`src/rtl/tim_apb_master_if.sv`:
```
// Command/response port plus APB4 bus seen by tim_apb_master.
// The master modport is the initiator's view; slave is the environment's view.
interface tim_apb_master_if #(
  parameter int ADDR_W = 12,
  parameter int DATA_W = 32
);
  logic                  cmd_valid;
  logic                  cmd_ready;
  logic                  cmd_write;
  logic [ADDR_W-1:0]     cmd_addr;
  logic [DATA_W-1:0]     cmd_wdata;
  logic [DATA_W/8-1:0]   cmd_strb;
  logic                  rsp_valid;
  logic [DATA_W-1:0]     rsp_rdata;
  logic                  rsp_err;
  logic                  rsp_timeout;
  logic                  tim_psel;
  logic                  tim_penable;
  logic                  tim_pwrite;
  logic [ADDR_W-1:0]     tim_paddr;
  logic [DATA_W-1:0]     tim_pwdata;
  logic [DATA_W/8-1:0]   tim_pstrb;
  logic [DATA_W-1:0]     tim_prdata;
  logic                  tim_pready;
  logic                  tim_pslverr;

  modport master (
    input  cmd_valid, cmd_write, cmd_addr, cmd_wdata, cmd_strb,
    input  tim_prdata, tim_pready, tim_pslverr,
    output cmd_ready, rsp_valid, rsp_rdata, rsp_err, rsp_timeout,
    output tim_psel, tim_penable, tim_pwrite, tim_paddr, tim_pwdata, tim_pstrb
  );

  modport slave (
    output cmd_valid, cmd_write, cmd_addr, cmd_wdata, cmd_strb,
    output tim_prdata, tim_pready, tim_pslverr,
    input  cmd_ready, rsp_valid, rsp_rdata, rsp_err, rsp_timeout,
    input  tim_psel, tim_penable, tim_pwrite, tim_paddr, tim_pwdata, tim_pstrb
  );
endinterface

```
`src/rtl/tim_apb_master.sv`:
```
// Single-beat APB4 initiator toward timer_top with a wait-state timeout.
// One command in flight; a one-cycle rsp_valid strobe reports completion.
module tim_apb_master #(
  parameter int ADDR_W  = 12,
  parameter int DATA_W  = 32,
  parameter int TIMEOUT = 255
) (
  input  logic             sys_clk,
  input  logic             sys_rst_n,
  tim_apb_master_if.master bus
);

  typedef enum logic [1:0] {IDLE, SETUP, ACCESS} state_t;

  localparam bit         TO_EN   = (TIMEOUT != 0);
  localparam logic [7:0] TO_LAST = TO_EN ? 8'(TIMEOUT - 1) : 8'd0;

  state_t                state;
  logic [7:0]            wait_cnt;
  logic                  psel_q, penable_q, pwrite_q;
  logic [ADDR_W-1:0]     paddr_q;
  logic [DATA_W-1:0]     pwdata_q;
  logic [DATA_W/8-1:0]   pstrb_q;
  logic                  rsp_valid_q, rsp_err_q, rsp_timeout_q;
  logic [DATA_W-1:0]     rsp_rdata_q;

  always_ff @(posedge sys_clk or negedge sys_rst_n) begin
    if (!sys_rst_n) begin
      state         <= IDLE;
      wait_cnt      <= '0;
      psel_q        <= 1'b0;
      penable_q     <= 1'b0;
      pwrite_q      <= 1'b0;
      paddr_q       <= '0;
      pwdata_q      <= '0;
      pstrb_q       <= '0;
      rsp_valid_q   <= 1'b0;
      rsp_rdata_q   <= '0;
      rsp_err_q     <= 1'b0;
      rsp_timeout_q <= 1'b0;
    end else begin
      rsp_valid_q <= 1'b0;
      case (state)
        IDLE: begin
          if (bus.cmd_valid) begin
            state    <= SETUP;
            psel_q   <= 1'b1;
            pwrite_q <= bus.cmd_write;
            paddr_q  <= bus.cmd_addr;
            pwdata_q <= bus.cmd_wdata;
            // Reads never present byte strobes on the bus.
            pstrb_q  <= bus.cmd_write ? bus.cmd_strb : '0;
          end
        end
        SETUP: begin
          state     <= ACCESS;
          penable_q <= 1'b1;
          wait_cnt  <= '0;
        end
        ACCESS: begin
          if (bus.tim_pready) begin
            state         <= IDLE;
            psel_q        <= 1'b0;
            penable_q     <= 1'b0;
            rsp_valid_q   <= 1'b1;
            rsp_err_q     <= bus.tim_pslverr;
            rsp_rdata_q   <= pwrite_q ? '0 : bus.tim_prdata;
            rsp_timeout_q <= 1'b0;
          end else if (TO_EN && (wait_cnt == TO_LAST)) begin
            // Slave stalled for TIMEOUT ACCESS cycles: abandon the transfer.
            state         <= IDLE;
            psel_q        <= 1'b0;
            penable_q     <= 1'b0;
            rsp_valid_q   <= 1'b1;
            rsp_err_q     <= 1'b1;
            rsp_rdata_q   <= '0;
            rsp_timeout_q <= 1'b1;
          end else begin
            wait_cnt <= wait_cnt + 8'd1;
          end
        end
        default: state <= IDLE;
      endcase
    end
  end

  assign bus.cmd_ready   = (state == IDLE);
  assign bus.tim_psel    = psel_q;
  assign bus.tim_penable = penable_q;
  assign bus.tim_pwrite  = pwrite_q;
  assign bus.tim_paddr   = paddr_q;
  assign bus.tim_pwdata  = pwdata_q;
  assign bus.tim_pstrb   = pstrb_q;
  assign bus.rsp_valid   = rsp_valid_q;
  assign bus.rsp_rdata   = rsp_rdata_q;
  assign bus.rsp_err     = rsp_err_q;
  assign bus.rsp_timeout = rsp_timeout_q;

endmodule

```
`src/flat_wrapper.sv`:
```
// flat-port wrapper written by rule: the top's interface ports become plain ports
module tim_apb_master_flat 
#(
  parameter int ADDR_W  = 12,
  parameter int DATA_W  = 32,
  parameter int TIMEOUT = 255
)
  (sys_clk, sys_rst_n, bus_cmd_valid, bus_cmd_write, bus_cmd_addr, bus_cmd_wdata, bus_cmd_strb, bus_tim_prdata, bus_tim_pready, bus_tim_pslverr, bus_cmd_ready, bus_rsp_valid, bus_rsp_rdata, bus_rsp_err, bus_rsp_timeout, bus_tim_psel, bus_tim_penable, bus_tim_pwrite, bus_tim_paddr, bus_tim_pwdata, bus_tim_pstrb);
  tim_apb_master_if #(.ADDR_W(ADDR_W), .DATA_W(DATA_W)) bus_i ();
  input  logic sys_clk;
  input  logic sys_rst_n;
  input wire logic [$bits(bus_i.cmd_valid)-1:0] bus_cmd_valid;
  input wire logic [$bits(bus_i.cmd_write)-1:0] bus_cmd_write;
  input wire logic [$bits(bus_i.cmd_addr)-1:0] bus_cmd_addr;
  input wire logic [$bits(bus_i.cmd_wdata)-1:0] bus_cmd_wdata;
  input wire logic [$bits(bus_i.cmd_strb)-1:0] bus_cmd_strb;
  input wire logic [$bits(bus_i.tim_prdata)-1:0] bus_tim_prdata;
  input wire logic [$bits(bus_i.tim_pready)-1:0] bus_tim_pready;
  input wire logic [$bits(bus_i.tim_pslverr)-1:0] bus_tim_pslverr;
  output wire logic [$bits(bus_i.cmd_ready)-1:0] bus_cmd_ready;
  output wire logic [$bits(bus_i.rsp_valid)-1:0] bus_rsp_valid;
  output wire logic [$bits(bus_i.rsp_rdata)-1:0] bus_rsp_rdata;
  output wire logic [$bits(bus_i.rsp_err)-1:0] bus_rsp_err;
  output wire logic [$bits(bus_i.rsp_timeout)-1:0] bus_rsp_timeout;
  output wire logic [$bits(bus_i.tim_psel)-1:0] bus_tim_psel;
  output wire logic [$bits(bus_i.tim_penable)-1:0] bus_tim_penable;
  output wire logic [$bits(bus_i.tim_pwrite)-1:0] bus_tim_pwrite;
  output wire logic [$bits(bus_i.tim_paddr)-1:0] bus_tim_paddr;
  output wire logic [$bits(bus_i.tim_pwdata)-1:0] bus_tim_pwdata;
  output wire logic [$bits(bus_i.tim_pstrb)-1:0] bus_tim_pstrb;
  assign bus_i.cmd_valid = bus_cmd_valid;
  assign bus_i.cmd_write = bus_cmd_write;
  assign bus_i.cmd_addr = bus_cmd_addr;
  assign bus_i.cmd_wdata = bus_cmd_wdata;
  assign bus_i.cmd_strb = bus_cmd_strb;
  assign bus_i.tim_prdata = bus_tim_prdata;
  assign bus_i.tim_pready = bus_tim_pready;
  assign bus_i.tim_pslverr = bus_tim_pslverr;
  assign bus_cmd_ready = bus_i.cmd_ready;
  assign bus_rsp_valid = bus_i.rsp_valid;
  assign bus_rsp_rdata = bus_i.rsp_rdata;
  assign bus_rsp_err = bus_i.rsp_err;
  assign bus_rsp_timeout = bus_i.rsp_timeout;
  assign bus_tim_psel = bus_i.tim_psel;
  assign bus_tim_penable = bus_i.tim_penable;
  assign bus_tim_pwrite = bus_i.tim_pwrite;
  assign bus_tim_paddr = bus_i.tim_paddr;
  assign bus_tim_pwdata = bus_i.tim_pwdata;
  assign bus_tim_pstrb = bus_i.tim_pstrb;
  tim_apb_master #(.ADDR_W(ADDR_W), .DATA_W(DATA_W), .TIMEOUT(TIMEOUT)) u_core (.sys_clk(sys_clk), .sys_rst_n(sys_rst_n), .bus(bus_i));
endmodule
```
`config.mk`:
```
export PLATFORM = sky130hd
export DESIGN_NAME = tim_apb_master_flat
export DESIGN_NICKNAME = d
export VERILOG_FILES = /design/src/rtl/tim_apb_master_if.sv /design/src/rtl/tim_apb_master.sv /design/src/flat_wrapper.sv
export SDC_FILE = /design/constraint.sdc
export NUM_CORES = 1
export LEC_CHECK = 0
export ABC_CLOCK_PERIOD_IN_PS = 2300
export CAP_MARGIN = 40
export CORE_MARGIN = 1.5
export CORE_UTILIZATION = 40
export CTS_CLUSTER_DIAMETER = 200
export DETAILED_ROUTE_END_ITERATION = 10
export PLACE_DENSITY = 0.73
export SETUP_SLACK_MARGIN = 0.3
export SLEW_MARGIN = 20
export SYNTH_ARGS = -nofsm -noshare
export SYNTH_HDL_FRONTEND = slang
export SYNTH_SLANG_ARGS = --single-unit
export TNS_END_PERCENT = 5
```
`constraint.sdc`:
```
create_clock -name sys_clk -period 2.3 [get_ports sys_clk]
set_input_delay 0.46 -clock sys_clk [delete_from_list [all_inputs] [get_ports sys_clk]]
set_output_delay 0.46 -clock sys_clk [all_outputs]
set_load 0.02 [all_outputs]
```
# Word level (Yosys, flattened, before mapping)
# Cells that the tools add are included.
# W data, S select, Z words.
# word_totals
out_inout_bits	87
reg_bits	96
input_bits	86
elab_cells	52
# op_classes
n_reduce_logical	10
eq_ne	7
add_sub_neg	1
muxes	22
# op_table
cell	count
$mux W32	3
$mux W8	2
$pmux W8 S2	1
$mux W1	9
$add A8 B1 Y8 const B	1
$eq A8 B8 Y1 const B	1
$reduce_and A2 Y1	4
$mux W2	3
$ne A2 B2 Y1 const B	3
$pmux W2 S3	1
$reduce_and A3 Y1	2
$reduce_bool A2 Y1	3
$mux W4	1
$pmux W1 S2	2
$ne A3 B2 Y1 const B	1
$eq A2 B1 Y1 const B	1
$eq A2 B2 Y1 const B	1
$logic_not A2 Y1	1

# Depth between registers and ports, before layout
# depth
depth_word	4
mapped_depth	8
depth_no_buf	7

# Worst setup path after synthesis
# No wires, ideal clock.
# synth_path
path_type	register to register
from	reg u_core.wait_cnt[0]
to	reg u_core.state[1]
path_buffers	0
arrival_ns	1.571
synth_period_minus_slack_ns	1.696
required_time_ns	2.175
path_slack_ns	0.604
setup_ns	0.125
path_stages_with_launch	7
cell_sequence	dfrtp_1 inv_1 ha_1 nand2_1 o31a_1 a21oi_1 mux2_2
# synth_between
elab_chain_cells	3
# synth_lines
item	line	text
start: declaration	tim_apb_master.sv:19	logic [7:0] wait_cnt;
start signal: assignment	tim_apb_master.sv:79	wait_cnt <= wait_cnt + 8'd1;
$eq A8 B8 Y1	tim_apb_master.sv:69	end else if (TO_EN && (wait_cnt == TO_LAST)) begin
$ne A3 B2 Y1 (no source line)	--	
$reduce_and A2 Y1 (no source line)	--	
end signal: assignment	tim_apb_master.sv:62	state <= IDLE;
end signal: assignment	tim_apb_master.sv:71	state <= IDLE;
end signal: assignment	tim_apb_master.sv:82	default: state <= IDLE;
end: declaration	tim_apb_master.sv:18	state_t state;
# Every way passes these cells.
# A chain may end at the register's enable or synchronous reset.

# Worst setup path after layout
# layout_path
from	reg u_core.state[0]
to	out bus_cmd_ready
# layout_between
elab_chain_cells	1
# layout_lines
item	line	text
start signal: assignment	tim_apb_master.sv:29	state <= IDLE;
start signal: assignment	tim_apb_master.sv:46	state <= SETUP;
start signal: assignment	tim_apb_master.sv:56	state <= ACCESS;
$logic_not A2 Y1	tim_apb_master.sv:87	assign bus.cmd_ready = (state == IDLE);
end: declaration	flat_wrapper.sv:20	output wire logic [$bits(bus_i.cmd_ready)-1:0] bus_cmd_ready;
# Every way passes these cells.

==> run summary <==
Synth Instances - 317
Num CTS Buffers - 9
Total Wirelength - 10,700 microns
Largest net degree at the start of global routing - 48
PD cells - 1270 mW/mm^2
Initial Utilization - 0.410
RSZ-0062 raised after global routing - true
Gr usage total - 0.196
Reg-to-Reg End - u_core.wait_cnt[5]
Vias in the first global route - 3,061
Share of layout cells above drive strength 1 - 0.164
IO Count - 173
Min-delay worst type - reg2reg
Worst path arrival time - 1.50 ns
Fin. Hold Viols - 0
Pins Over Slew Limit - 0
Synth Warn # - 0
Final setup skew - 0.0118 ns
Worst setup endpoint - bus_cmd_ready
Diodes inserted - 0
CP startpoint kind - flip-flop
Worst Reg2Reg Path Length in Cells - 6
Clock Latency Late Sink - 0.37 ns
First-pass GRT wire length - 15,900 microns
Max Fclk - 511 MHz
VDD IR max - 0.661 mV
Number of port buffers - 172
Core area - 0.00973 sq mm
Worst r2r src - u_core.wait_cnt[0]
Final ANT Viol Nets - 0
FF-to-FF setup slack - 0.37 ns
Placed Cells - 615
Top cells by area, synth - dfrtp_1, mux2_2, nand4b_1
Max-cap violations - 0
Critical Path RT - 1.84 ns
Worst rel slew slack - 0.691
Area delta synth->final - 53.0%
Period utilization - 0.851
Post-synth top area cell - dfrtp_1
Initial DRC count - 146
Placer Congestion - 0.825
CTS tree - done
Syn nets - 408
CTS Sinks - 96
H-tree depth - 3
CP Launch Point - u_core.state[0]
Setup Viol. Count Final - 0
DR vias - 3,185
Die area - 0.0106 sq mm
Tmin final - 1.96 ns
Outcome - complete, no violations
CP max FO - 5
Clock Tree Buf Depth - 2
Drt wl/cell - 16.9 microns
Std cell rows - 36
Post-DP HPWL - 7840 microns
Sequential element share of the synthesized area - 0.602
FILL cells - 785
Antenna violations before repair - 0
Post-synth ARST share - 1.00
Initial DRT Pass Iterations - 5
Post-synth top area share - 0.602
Synth unique cells - 39
Syn Area/Cell - 12.6 sq um
CTS root buffer - clkbuf_8
Crit Path Category - reg2out
Worst-path clk slew - 0.08 ns
Leakage - 0.00255 uW
Post-Syn Area - 0.00399 sq mm
Setup TNS - 0 ns
Drt via density - 5.03
Residual DRC - 0
Top_reg_cell synth - dfrtp_1
NumNets Final - 586
Die height - 103 microns
Yosys reg bits - 96
Critical path endpoint category - output pin
Die X - 103 microns
Tightest Pin Transition - 0.458 ns
Number of enable flip-flop cells after synthesis - 0
Overflow after GRT - 0
Final cell count without fillers - 633
## flip-flops by register name, summed over array words and instances (netlist names)
signal	count
u_core.bus.rsp_err	1
u_core.bus.tim_psel	1
u_core.bus.tim_paddr	12
u_core.wait_cnt	8
u_core.bus.tim_pwdata	32
u_core.bus.rsp_valid	1
u_core.bus.tim_pwrite	1
u_core.bus.tim_pstrb	4
u_core.bus.rsp_timeout	1
u_core.state	2
u_core.bus.rsp_rdata	32
u_core.bus.tim_penable	1
## Yosys cell counts, drive strengths merged (2+ instances only)
master  instances
a22o           13
or2             2
o311ai          3
inv            25
dfrtp          96
nand3           6
ha              5
nand4b         20
o21ai          28
a21oi           9
buf            10
and3            2
nor2            2
clkbuf          8
nand2          23
mux2           46
nor2b           2
## layout by cell type, fill, tap and decap left out, types with 2 or more instances in the layout
master	n
clkdlybuf4s50_1	170
dfrtp_1	96
mux2_2	46
o21ai_0	28
inv_1	24
nand2_1	21
nand4b_1	20
a22o_1	13
buf_4	10
a21oi_1	9
clkbuf_8	9
nand3_1	5
ha_1	5
clkinvlp_4	3
o311ai_0	3
buf_12	3
nand2_2	2
and3_1	2
nor2_1	2
or2_2	2
nor2b_1	2
clkinv_4	2
clkbuf_1	2
## cell families after synthesis
logic type	synth area share
and+or+nand+nor	0.0969
buffers and inverters	0.0470
adders and majority gates	0.0157
DFF	0.602
muxes	0.130
AOI/OAI and AO/OA	0.109
## worst min-delay path by stage
stage / startpoint / endpoint / slack [ns] / depth (start not counted)
after floorplan: sys_rst_n / u_core.bus.rsp_err / 0.16 / 0
after global placement: sys_rst_n / u_core.bus.tim_pwdata[8] / 0.38 / 1
after detailed placement: sys_rst_n / u_core.bus.tim_pwdata[3] / 0.39 / 1
after CTS: u_core.bus.tim_pstrb[1] / u_core.bus.tim_pstrb[1] / 0.49 / 2
after global routing: u_core.bus.tim_pwdata[1] / u_core.bus.tim_pwdata[1] / 0.53 / 1
final: u_core.bus.tim_pstrb[1] / u_core.bus.tim_pstrb[1] / 0.49 / 2
## layer usage
metal  up-vias  part of all wire  GRT usage
met4         0             0.015     0.0676
met2       103              0.53      0.338
li1       1481                 -          -
met1      1591              0.41      0.247
met5         -                 0          0
met3        10             0.045     0.0380
## where the power goes
part	internal (uW)	switching (uW)
clock network	402	608
registers	2400	388
logic	2030	1920
## final cells by class
cell class | count | area, sq um | area share
Clock buffer | 11 | 131 | 0.0215
Clock inverter | 5 | 41.3 | 0.00676
Inverter | 25 | 97.6 | 0.0160
Multi-Input combinational cell | 178 | 1410 | 0.231
Sequential cell | 96 | 2400 | 0.393
Tap cell | 133 | 166 | 0.0272
Timing Repair Buffer | 185 | 1860 | 0.304
## per-stage QoR
step                      hold slack, ns  area, sq um  power [uW]   util  setup WS (ns)
after floorplan                    0.164         3990        4800      -          0.604
after detailed placement           0.389         5910        6820  0.607          0.247
final                              0.489         6110        7750  0.628          0.343
after global routing               0.525         6110        8220  0.628          0.282
after CTS                          0.494         6090        7820  0.626          0.257
after global placement             0.380         5910        6710  0.607          0.358
## worst max-delay path, cell delays in order (launching register included)
cell and delay (ns):
dfrtp_1 0.40, inv_1 0.11, ha_1 0.28, clkdlybuf4s15_1 0.34
## repair_timing
| action | in CTS | in global routing |
|---|---|---|
| buffers inserted | 0 | 1 |
| pin swaps | 0 | 2 |
| resized for setup | 1 | 4 |
| hold endpoints to repair | 10 | 0 |
| setup endpoints to repair | 12 | 16 |
| hold buffers | 1 | 0 |
(Power assumes the default switching activity.)
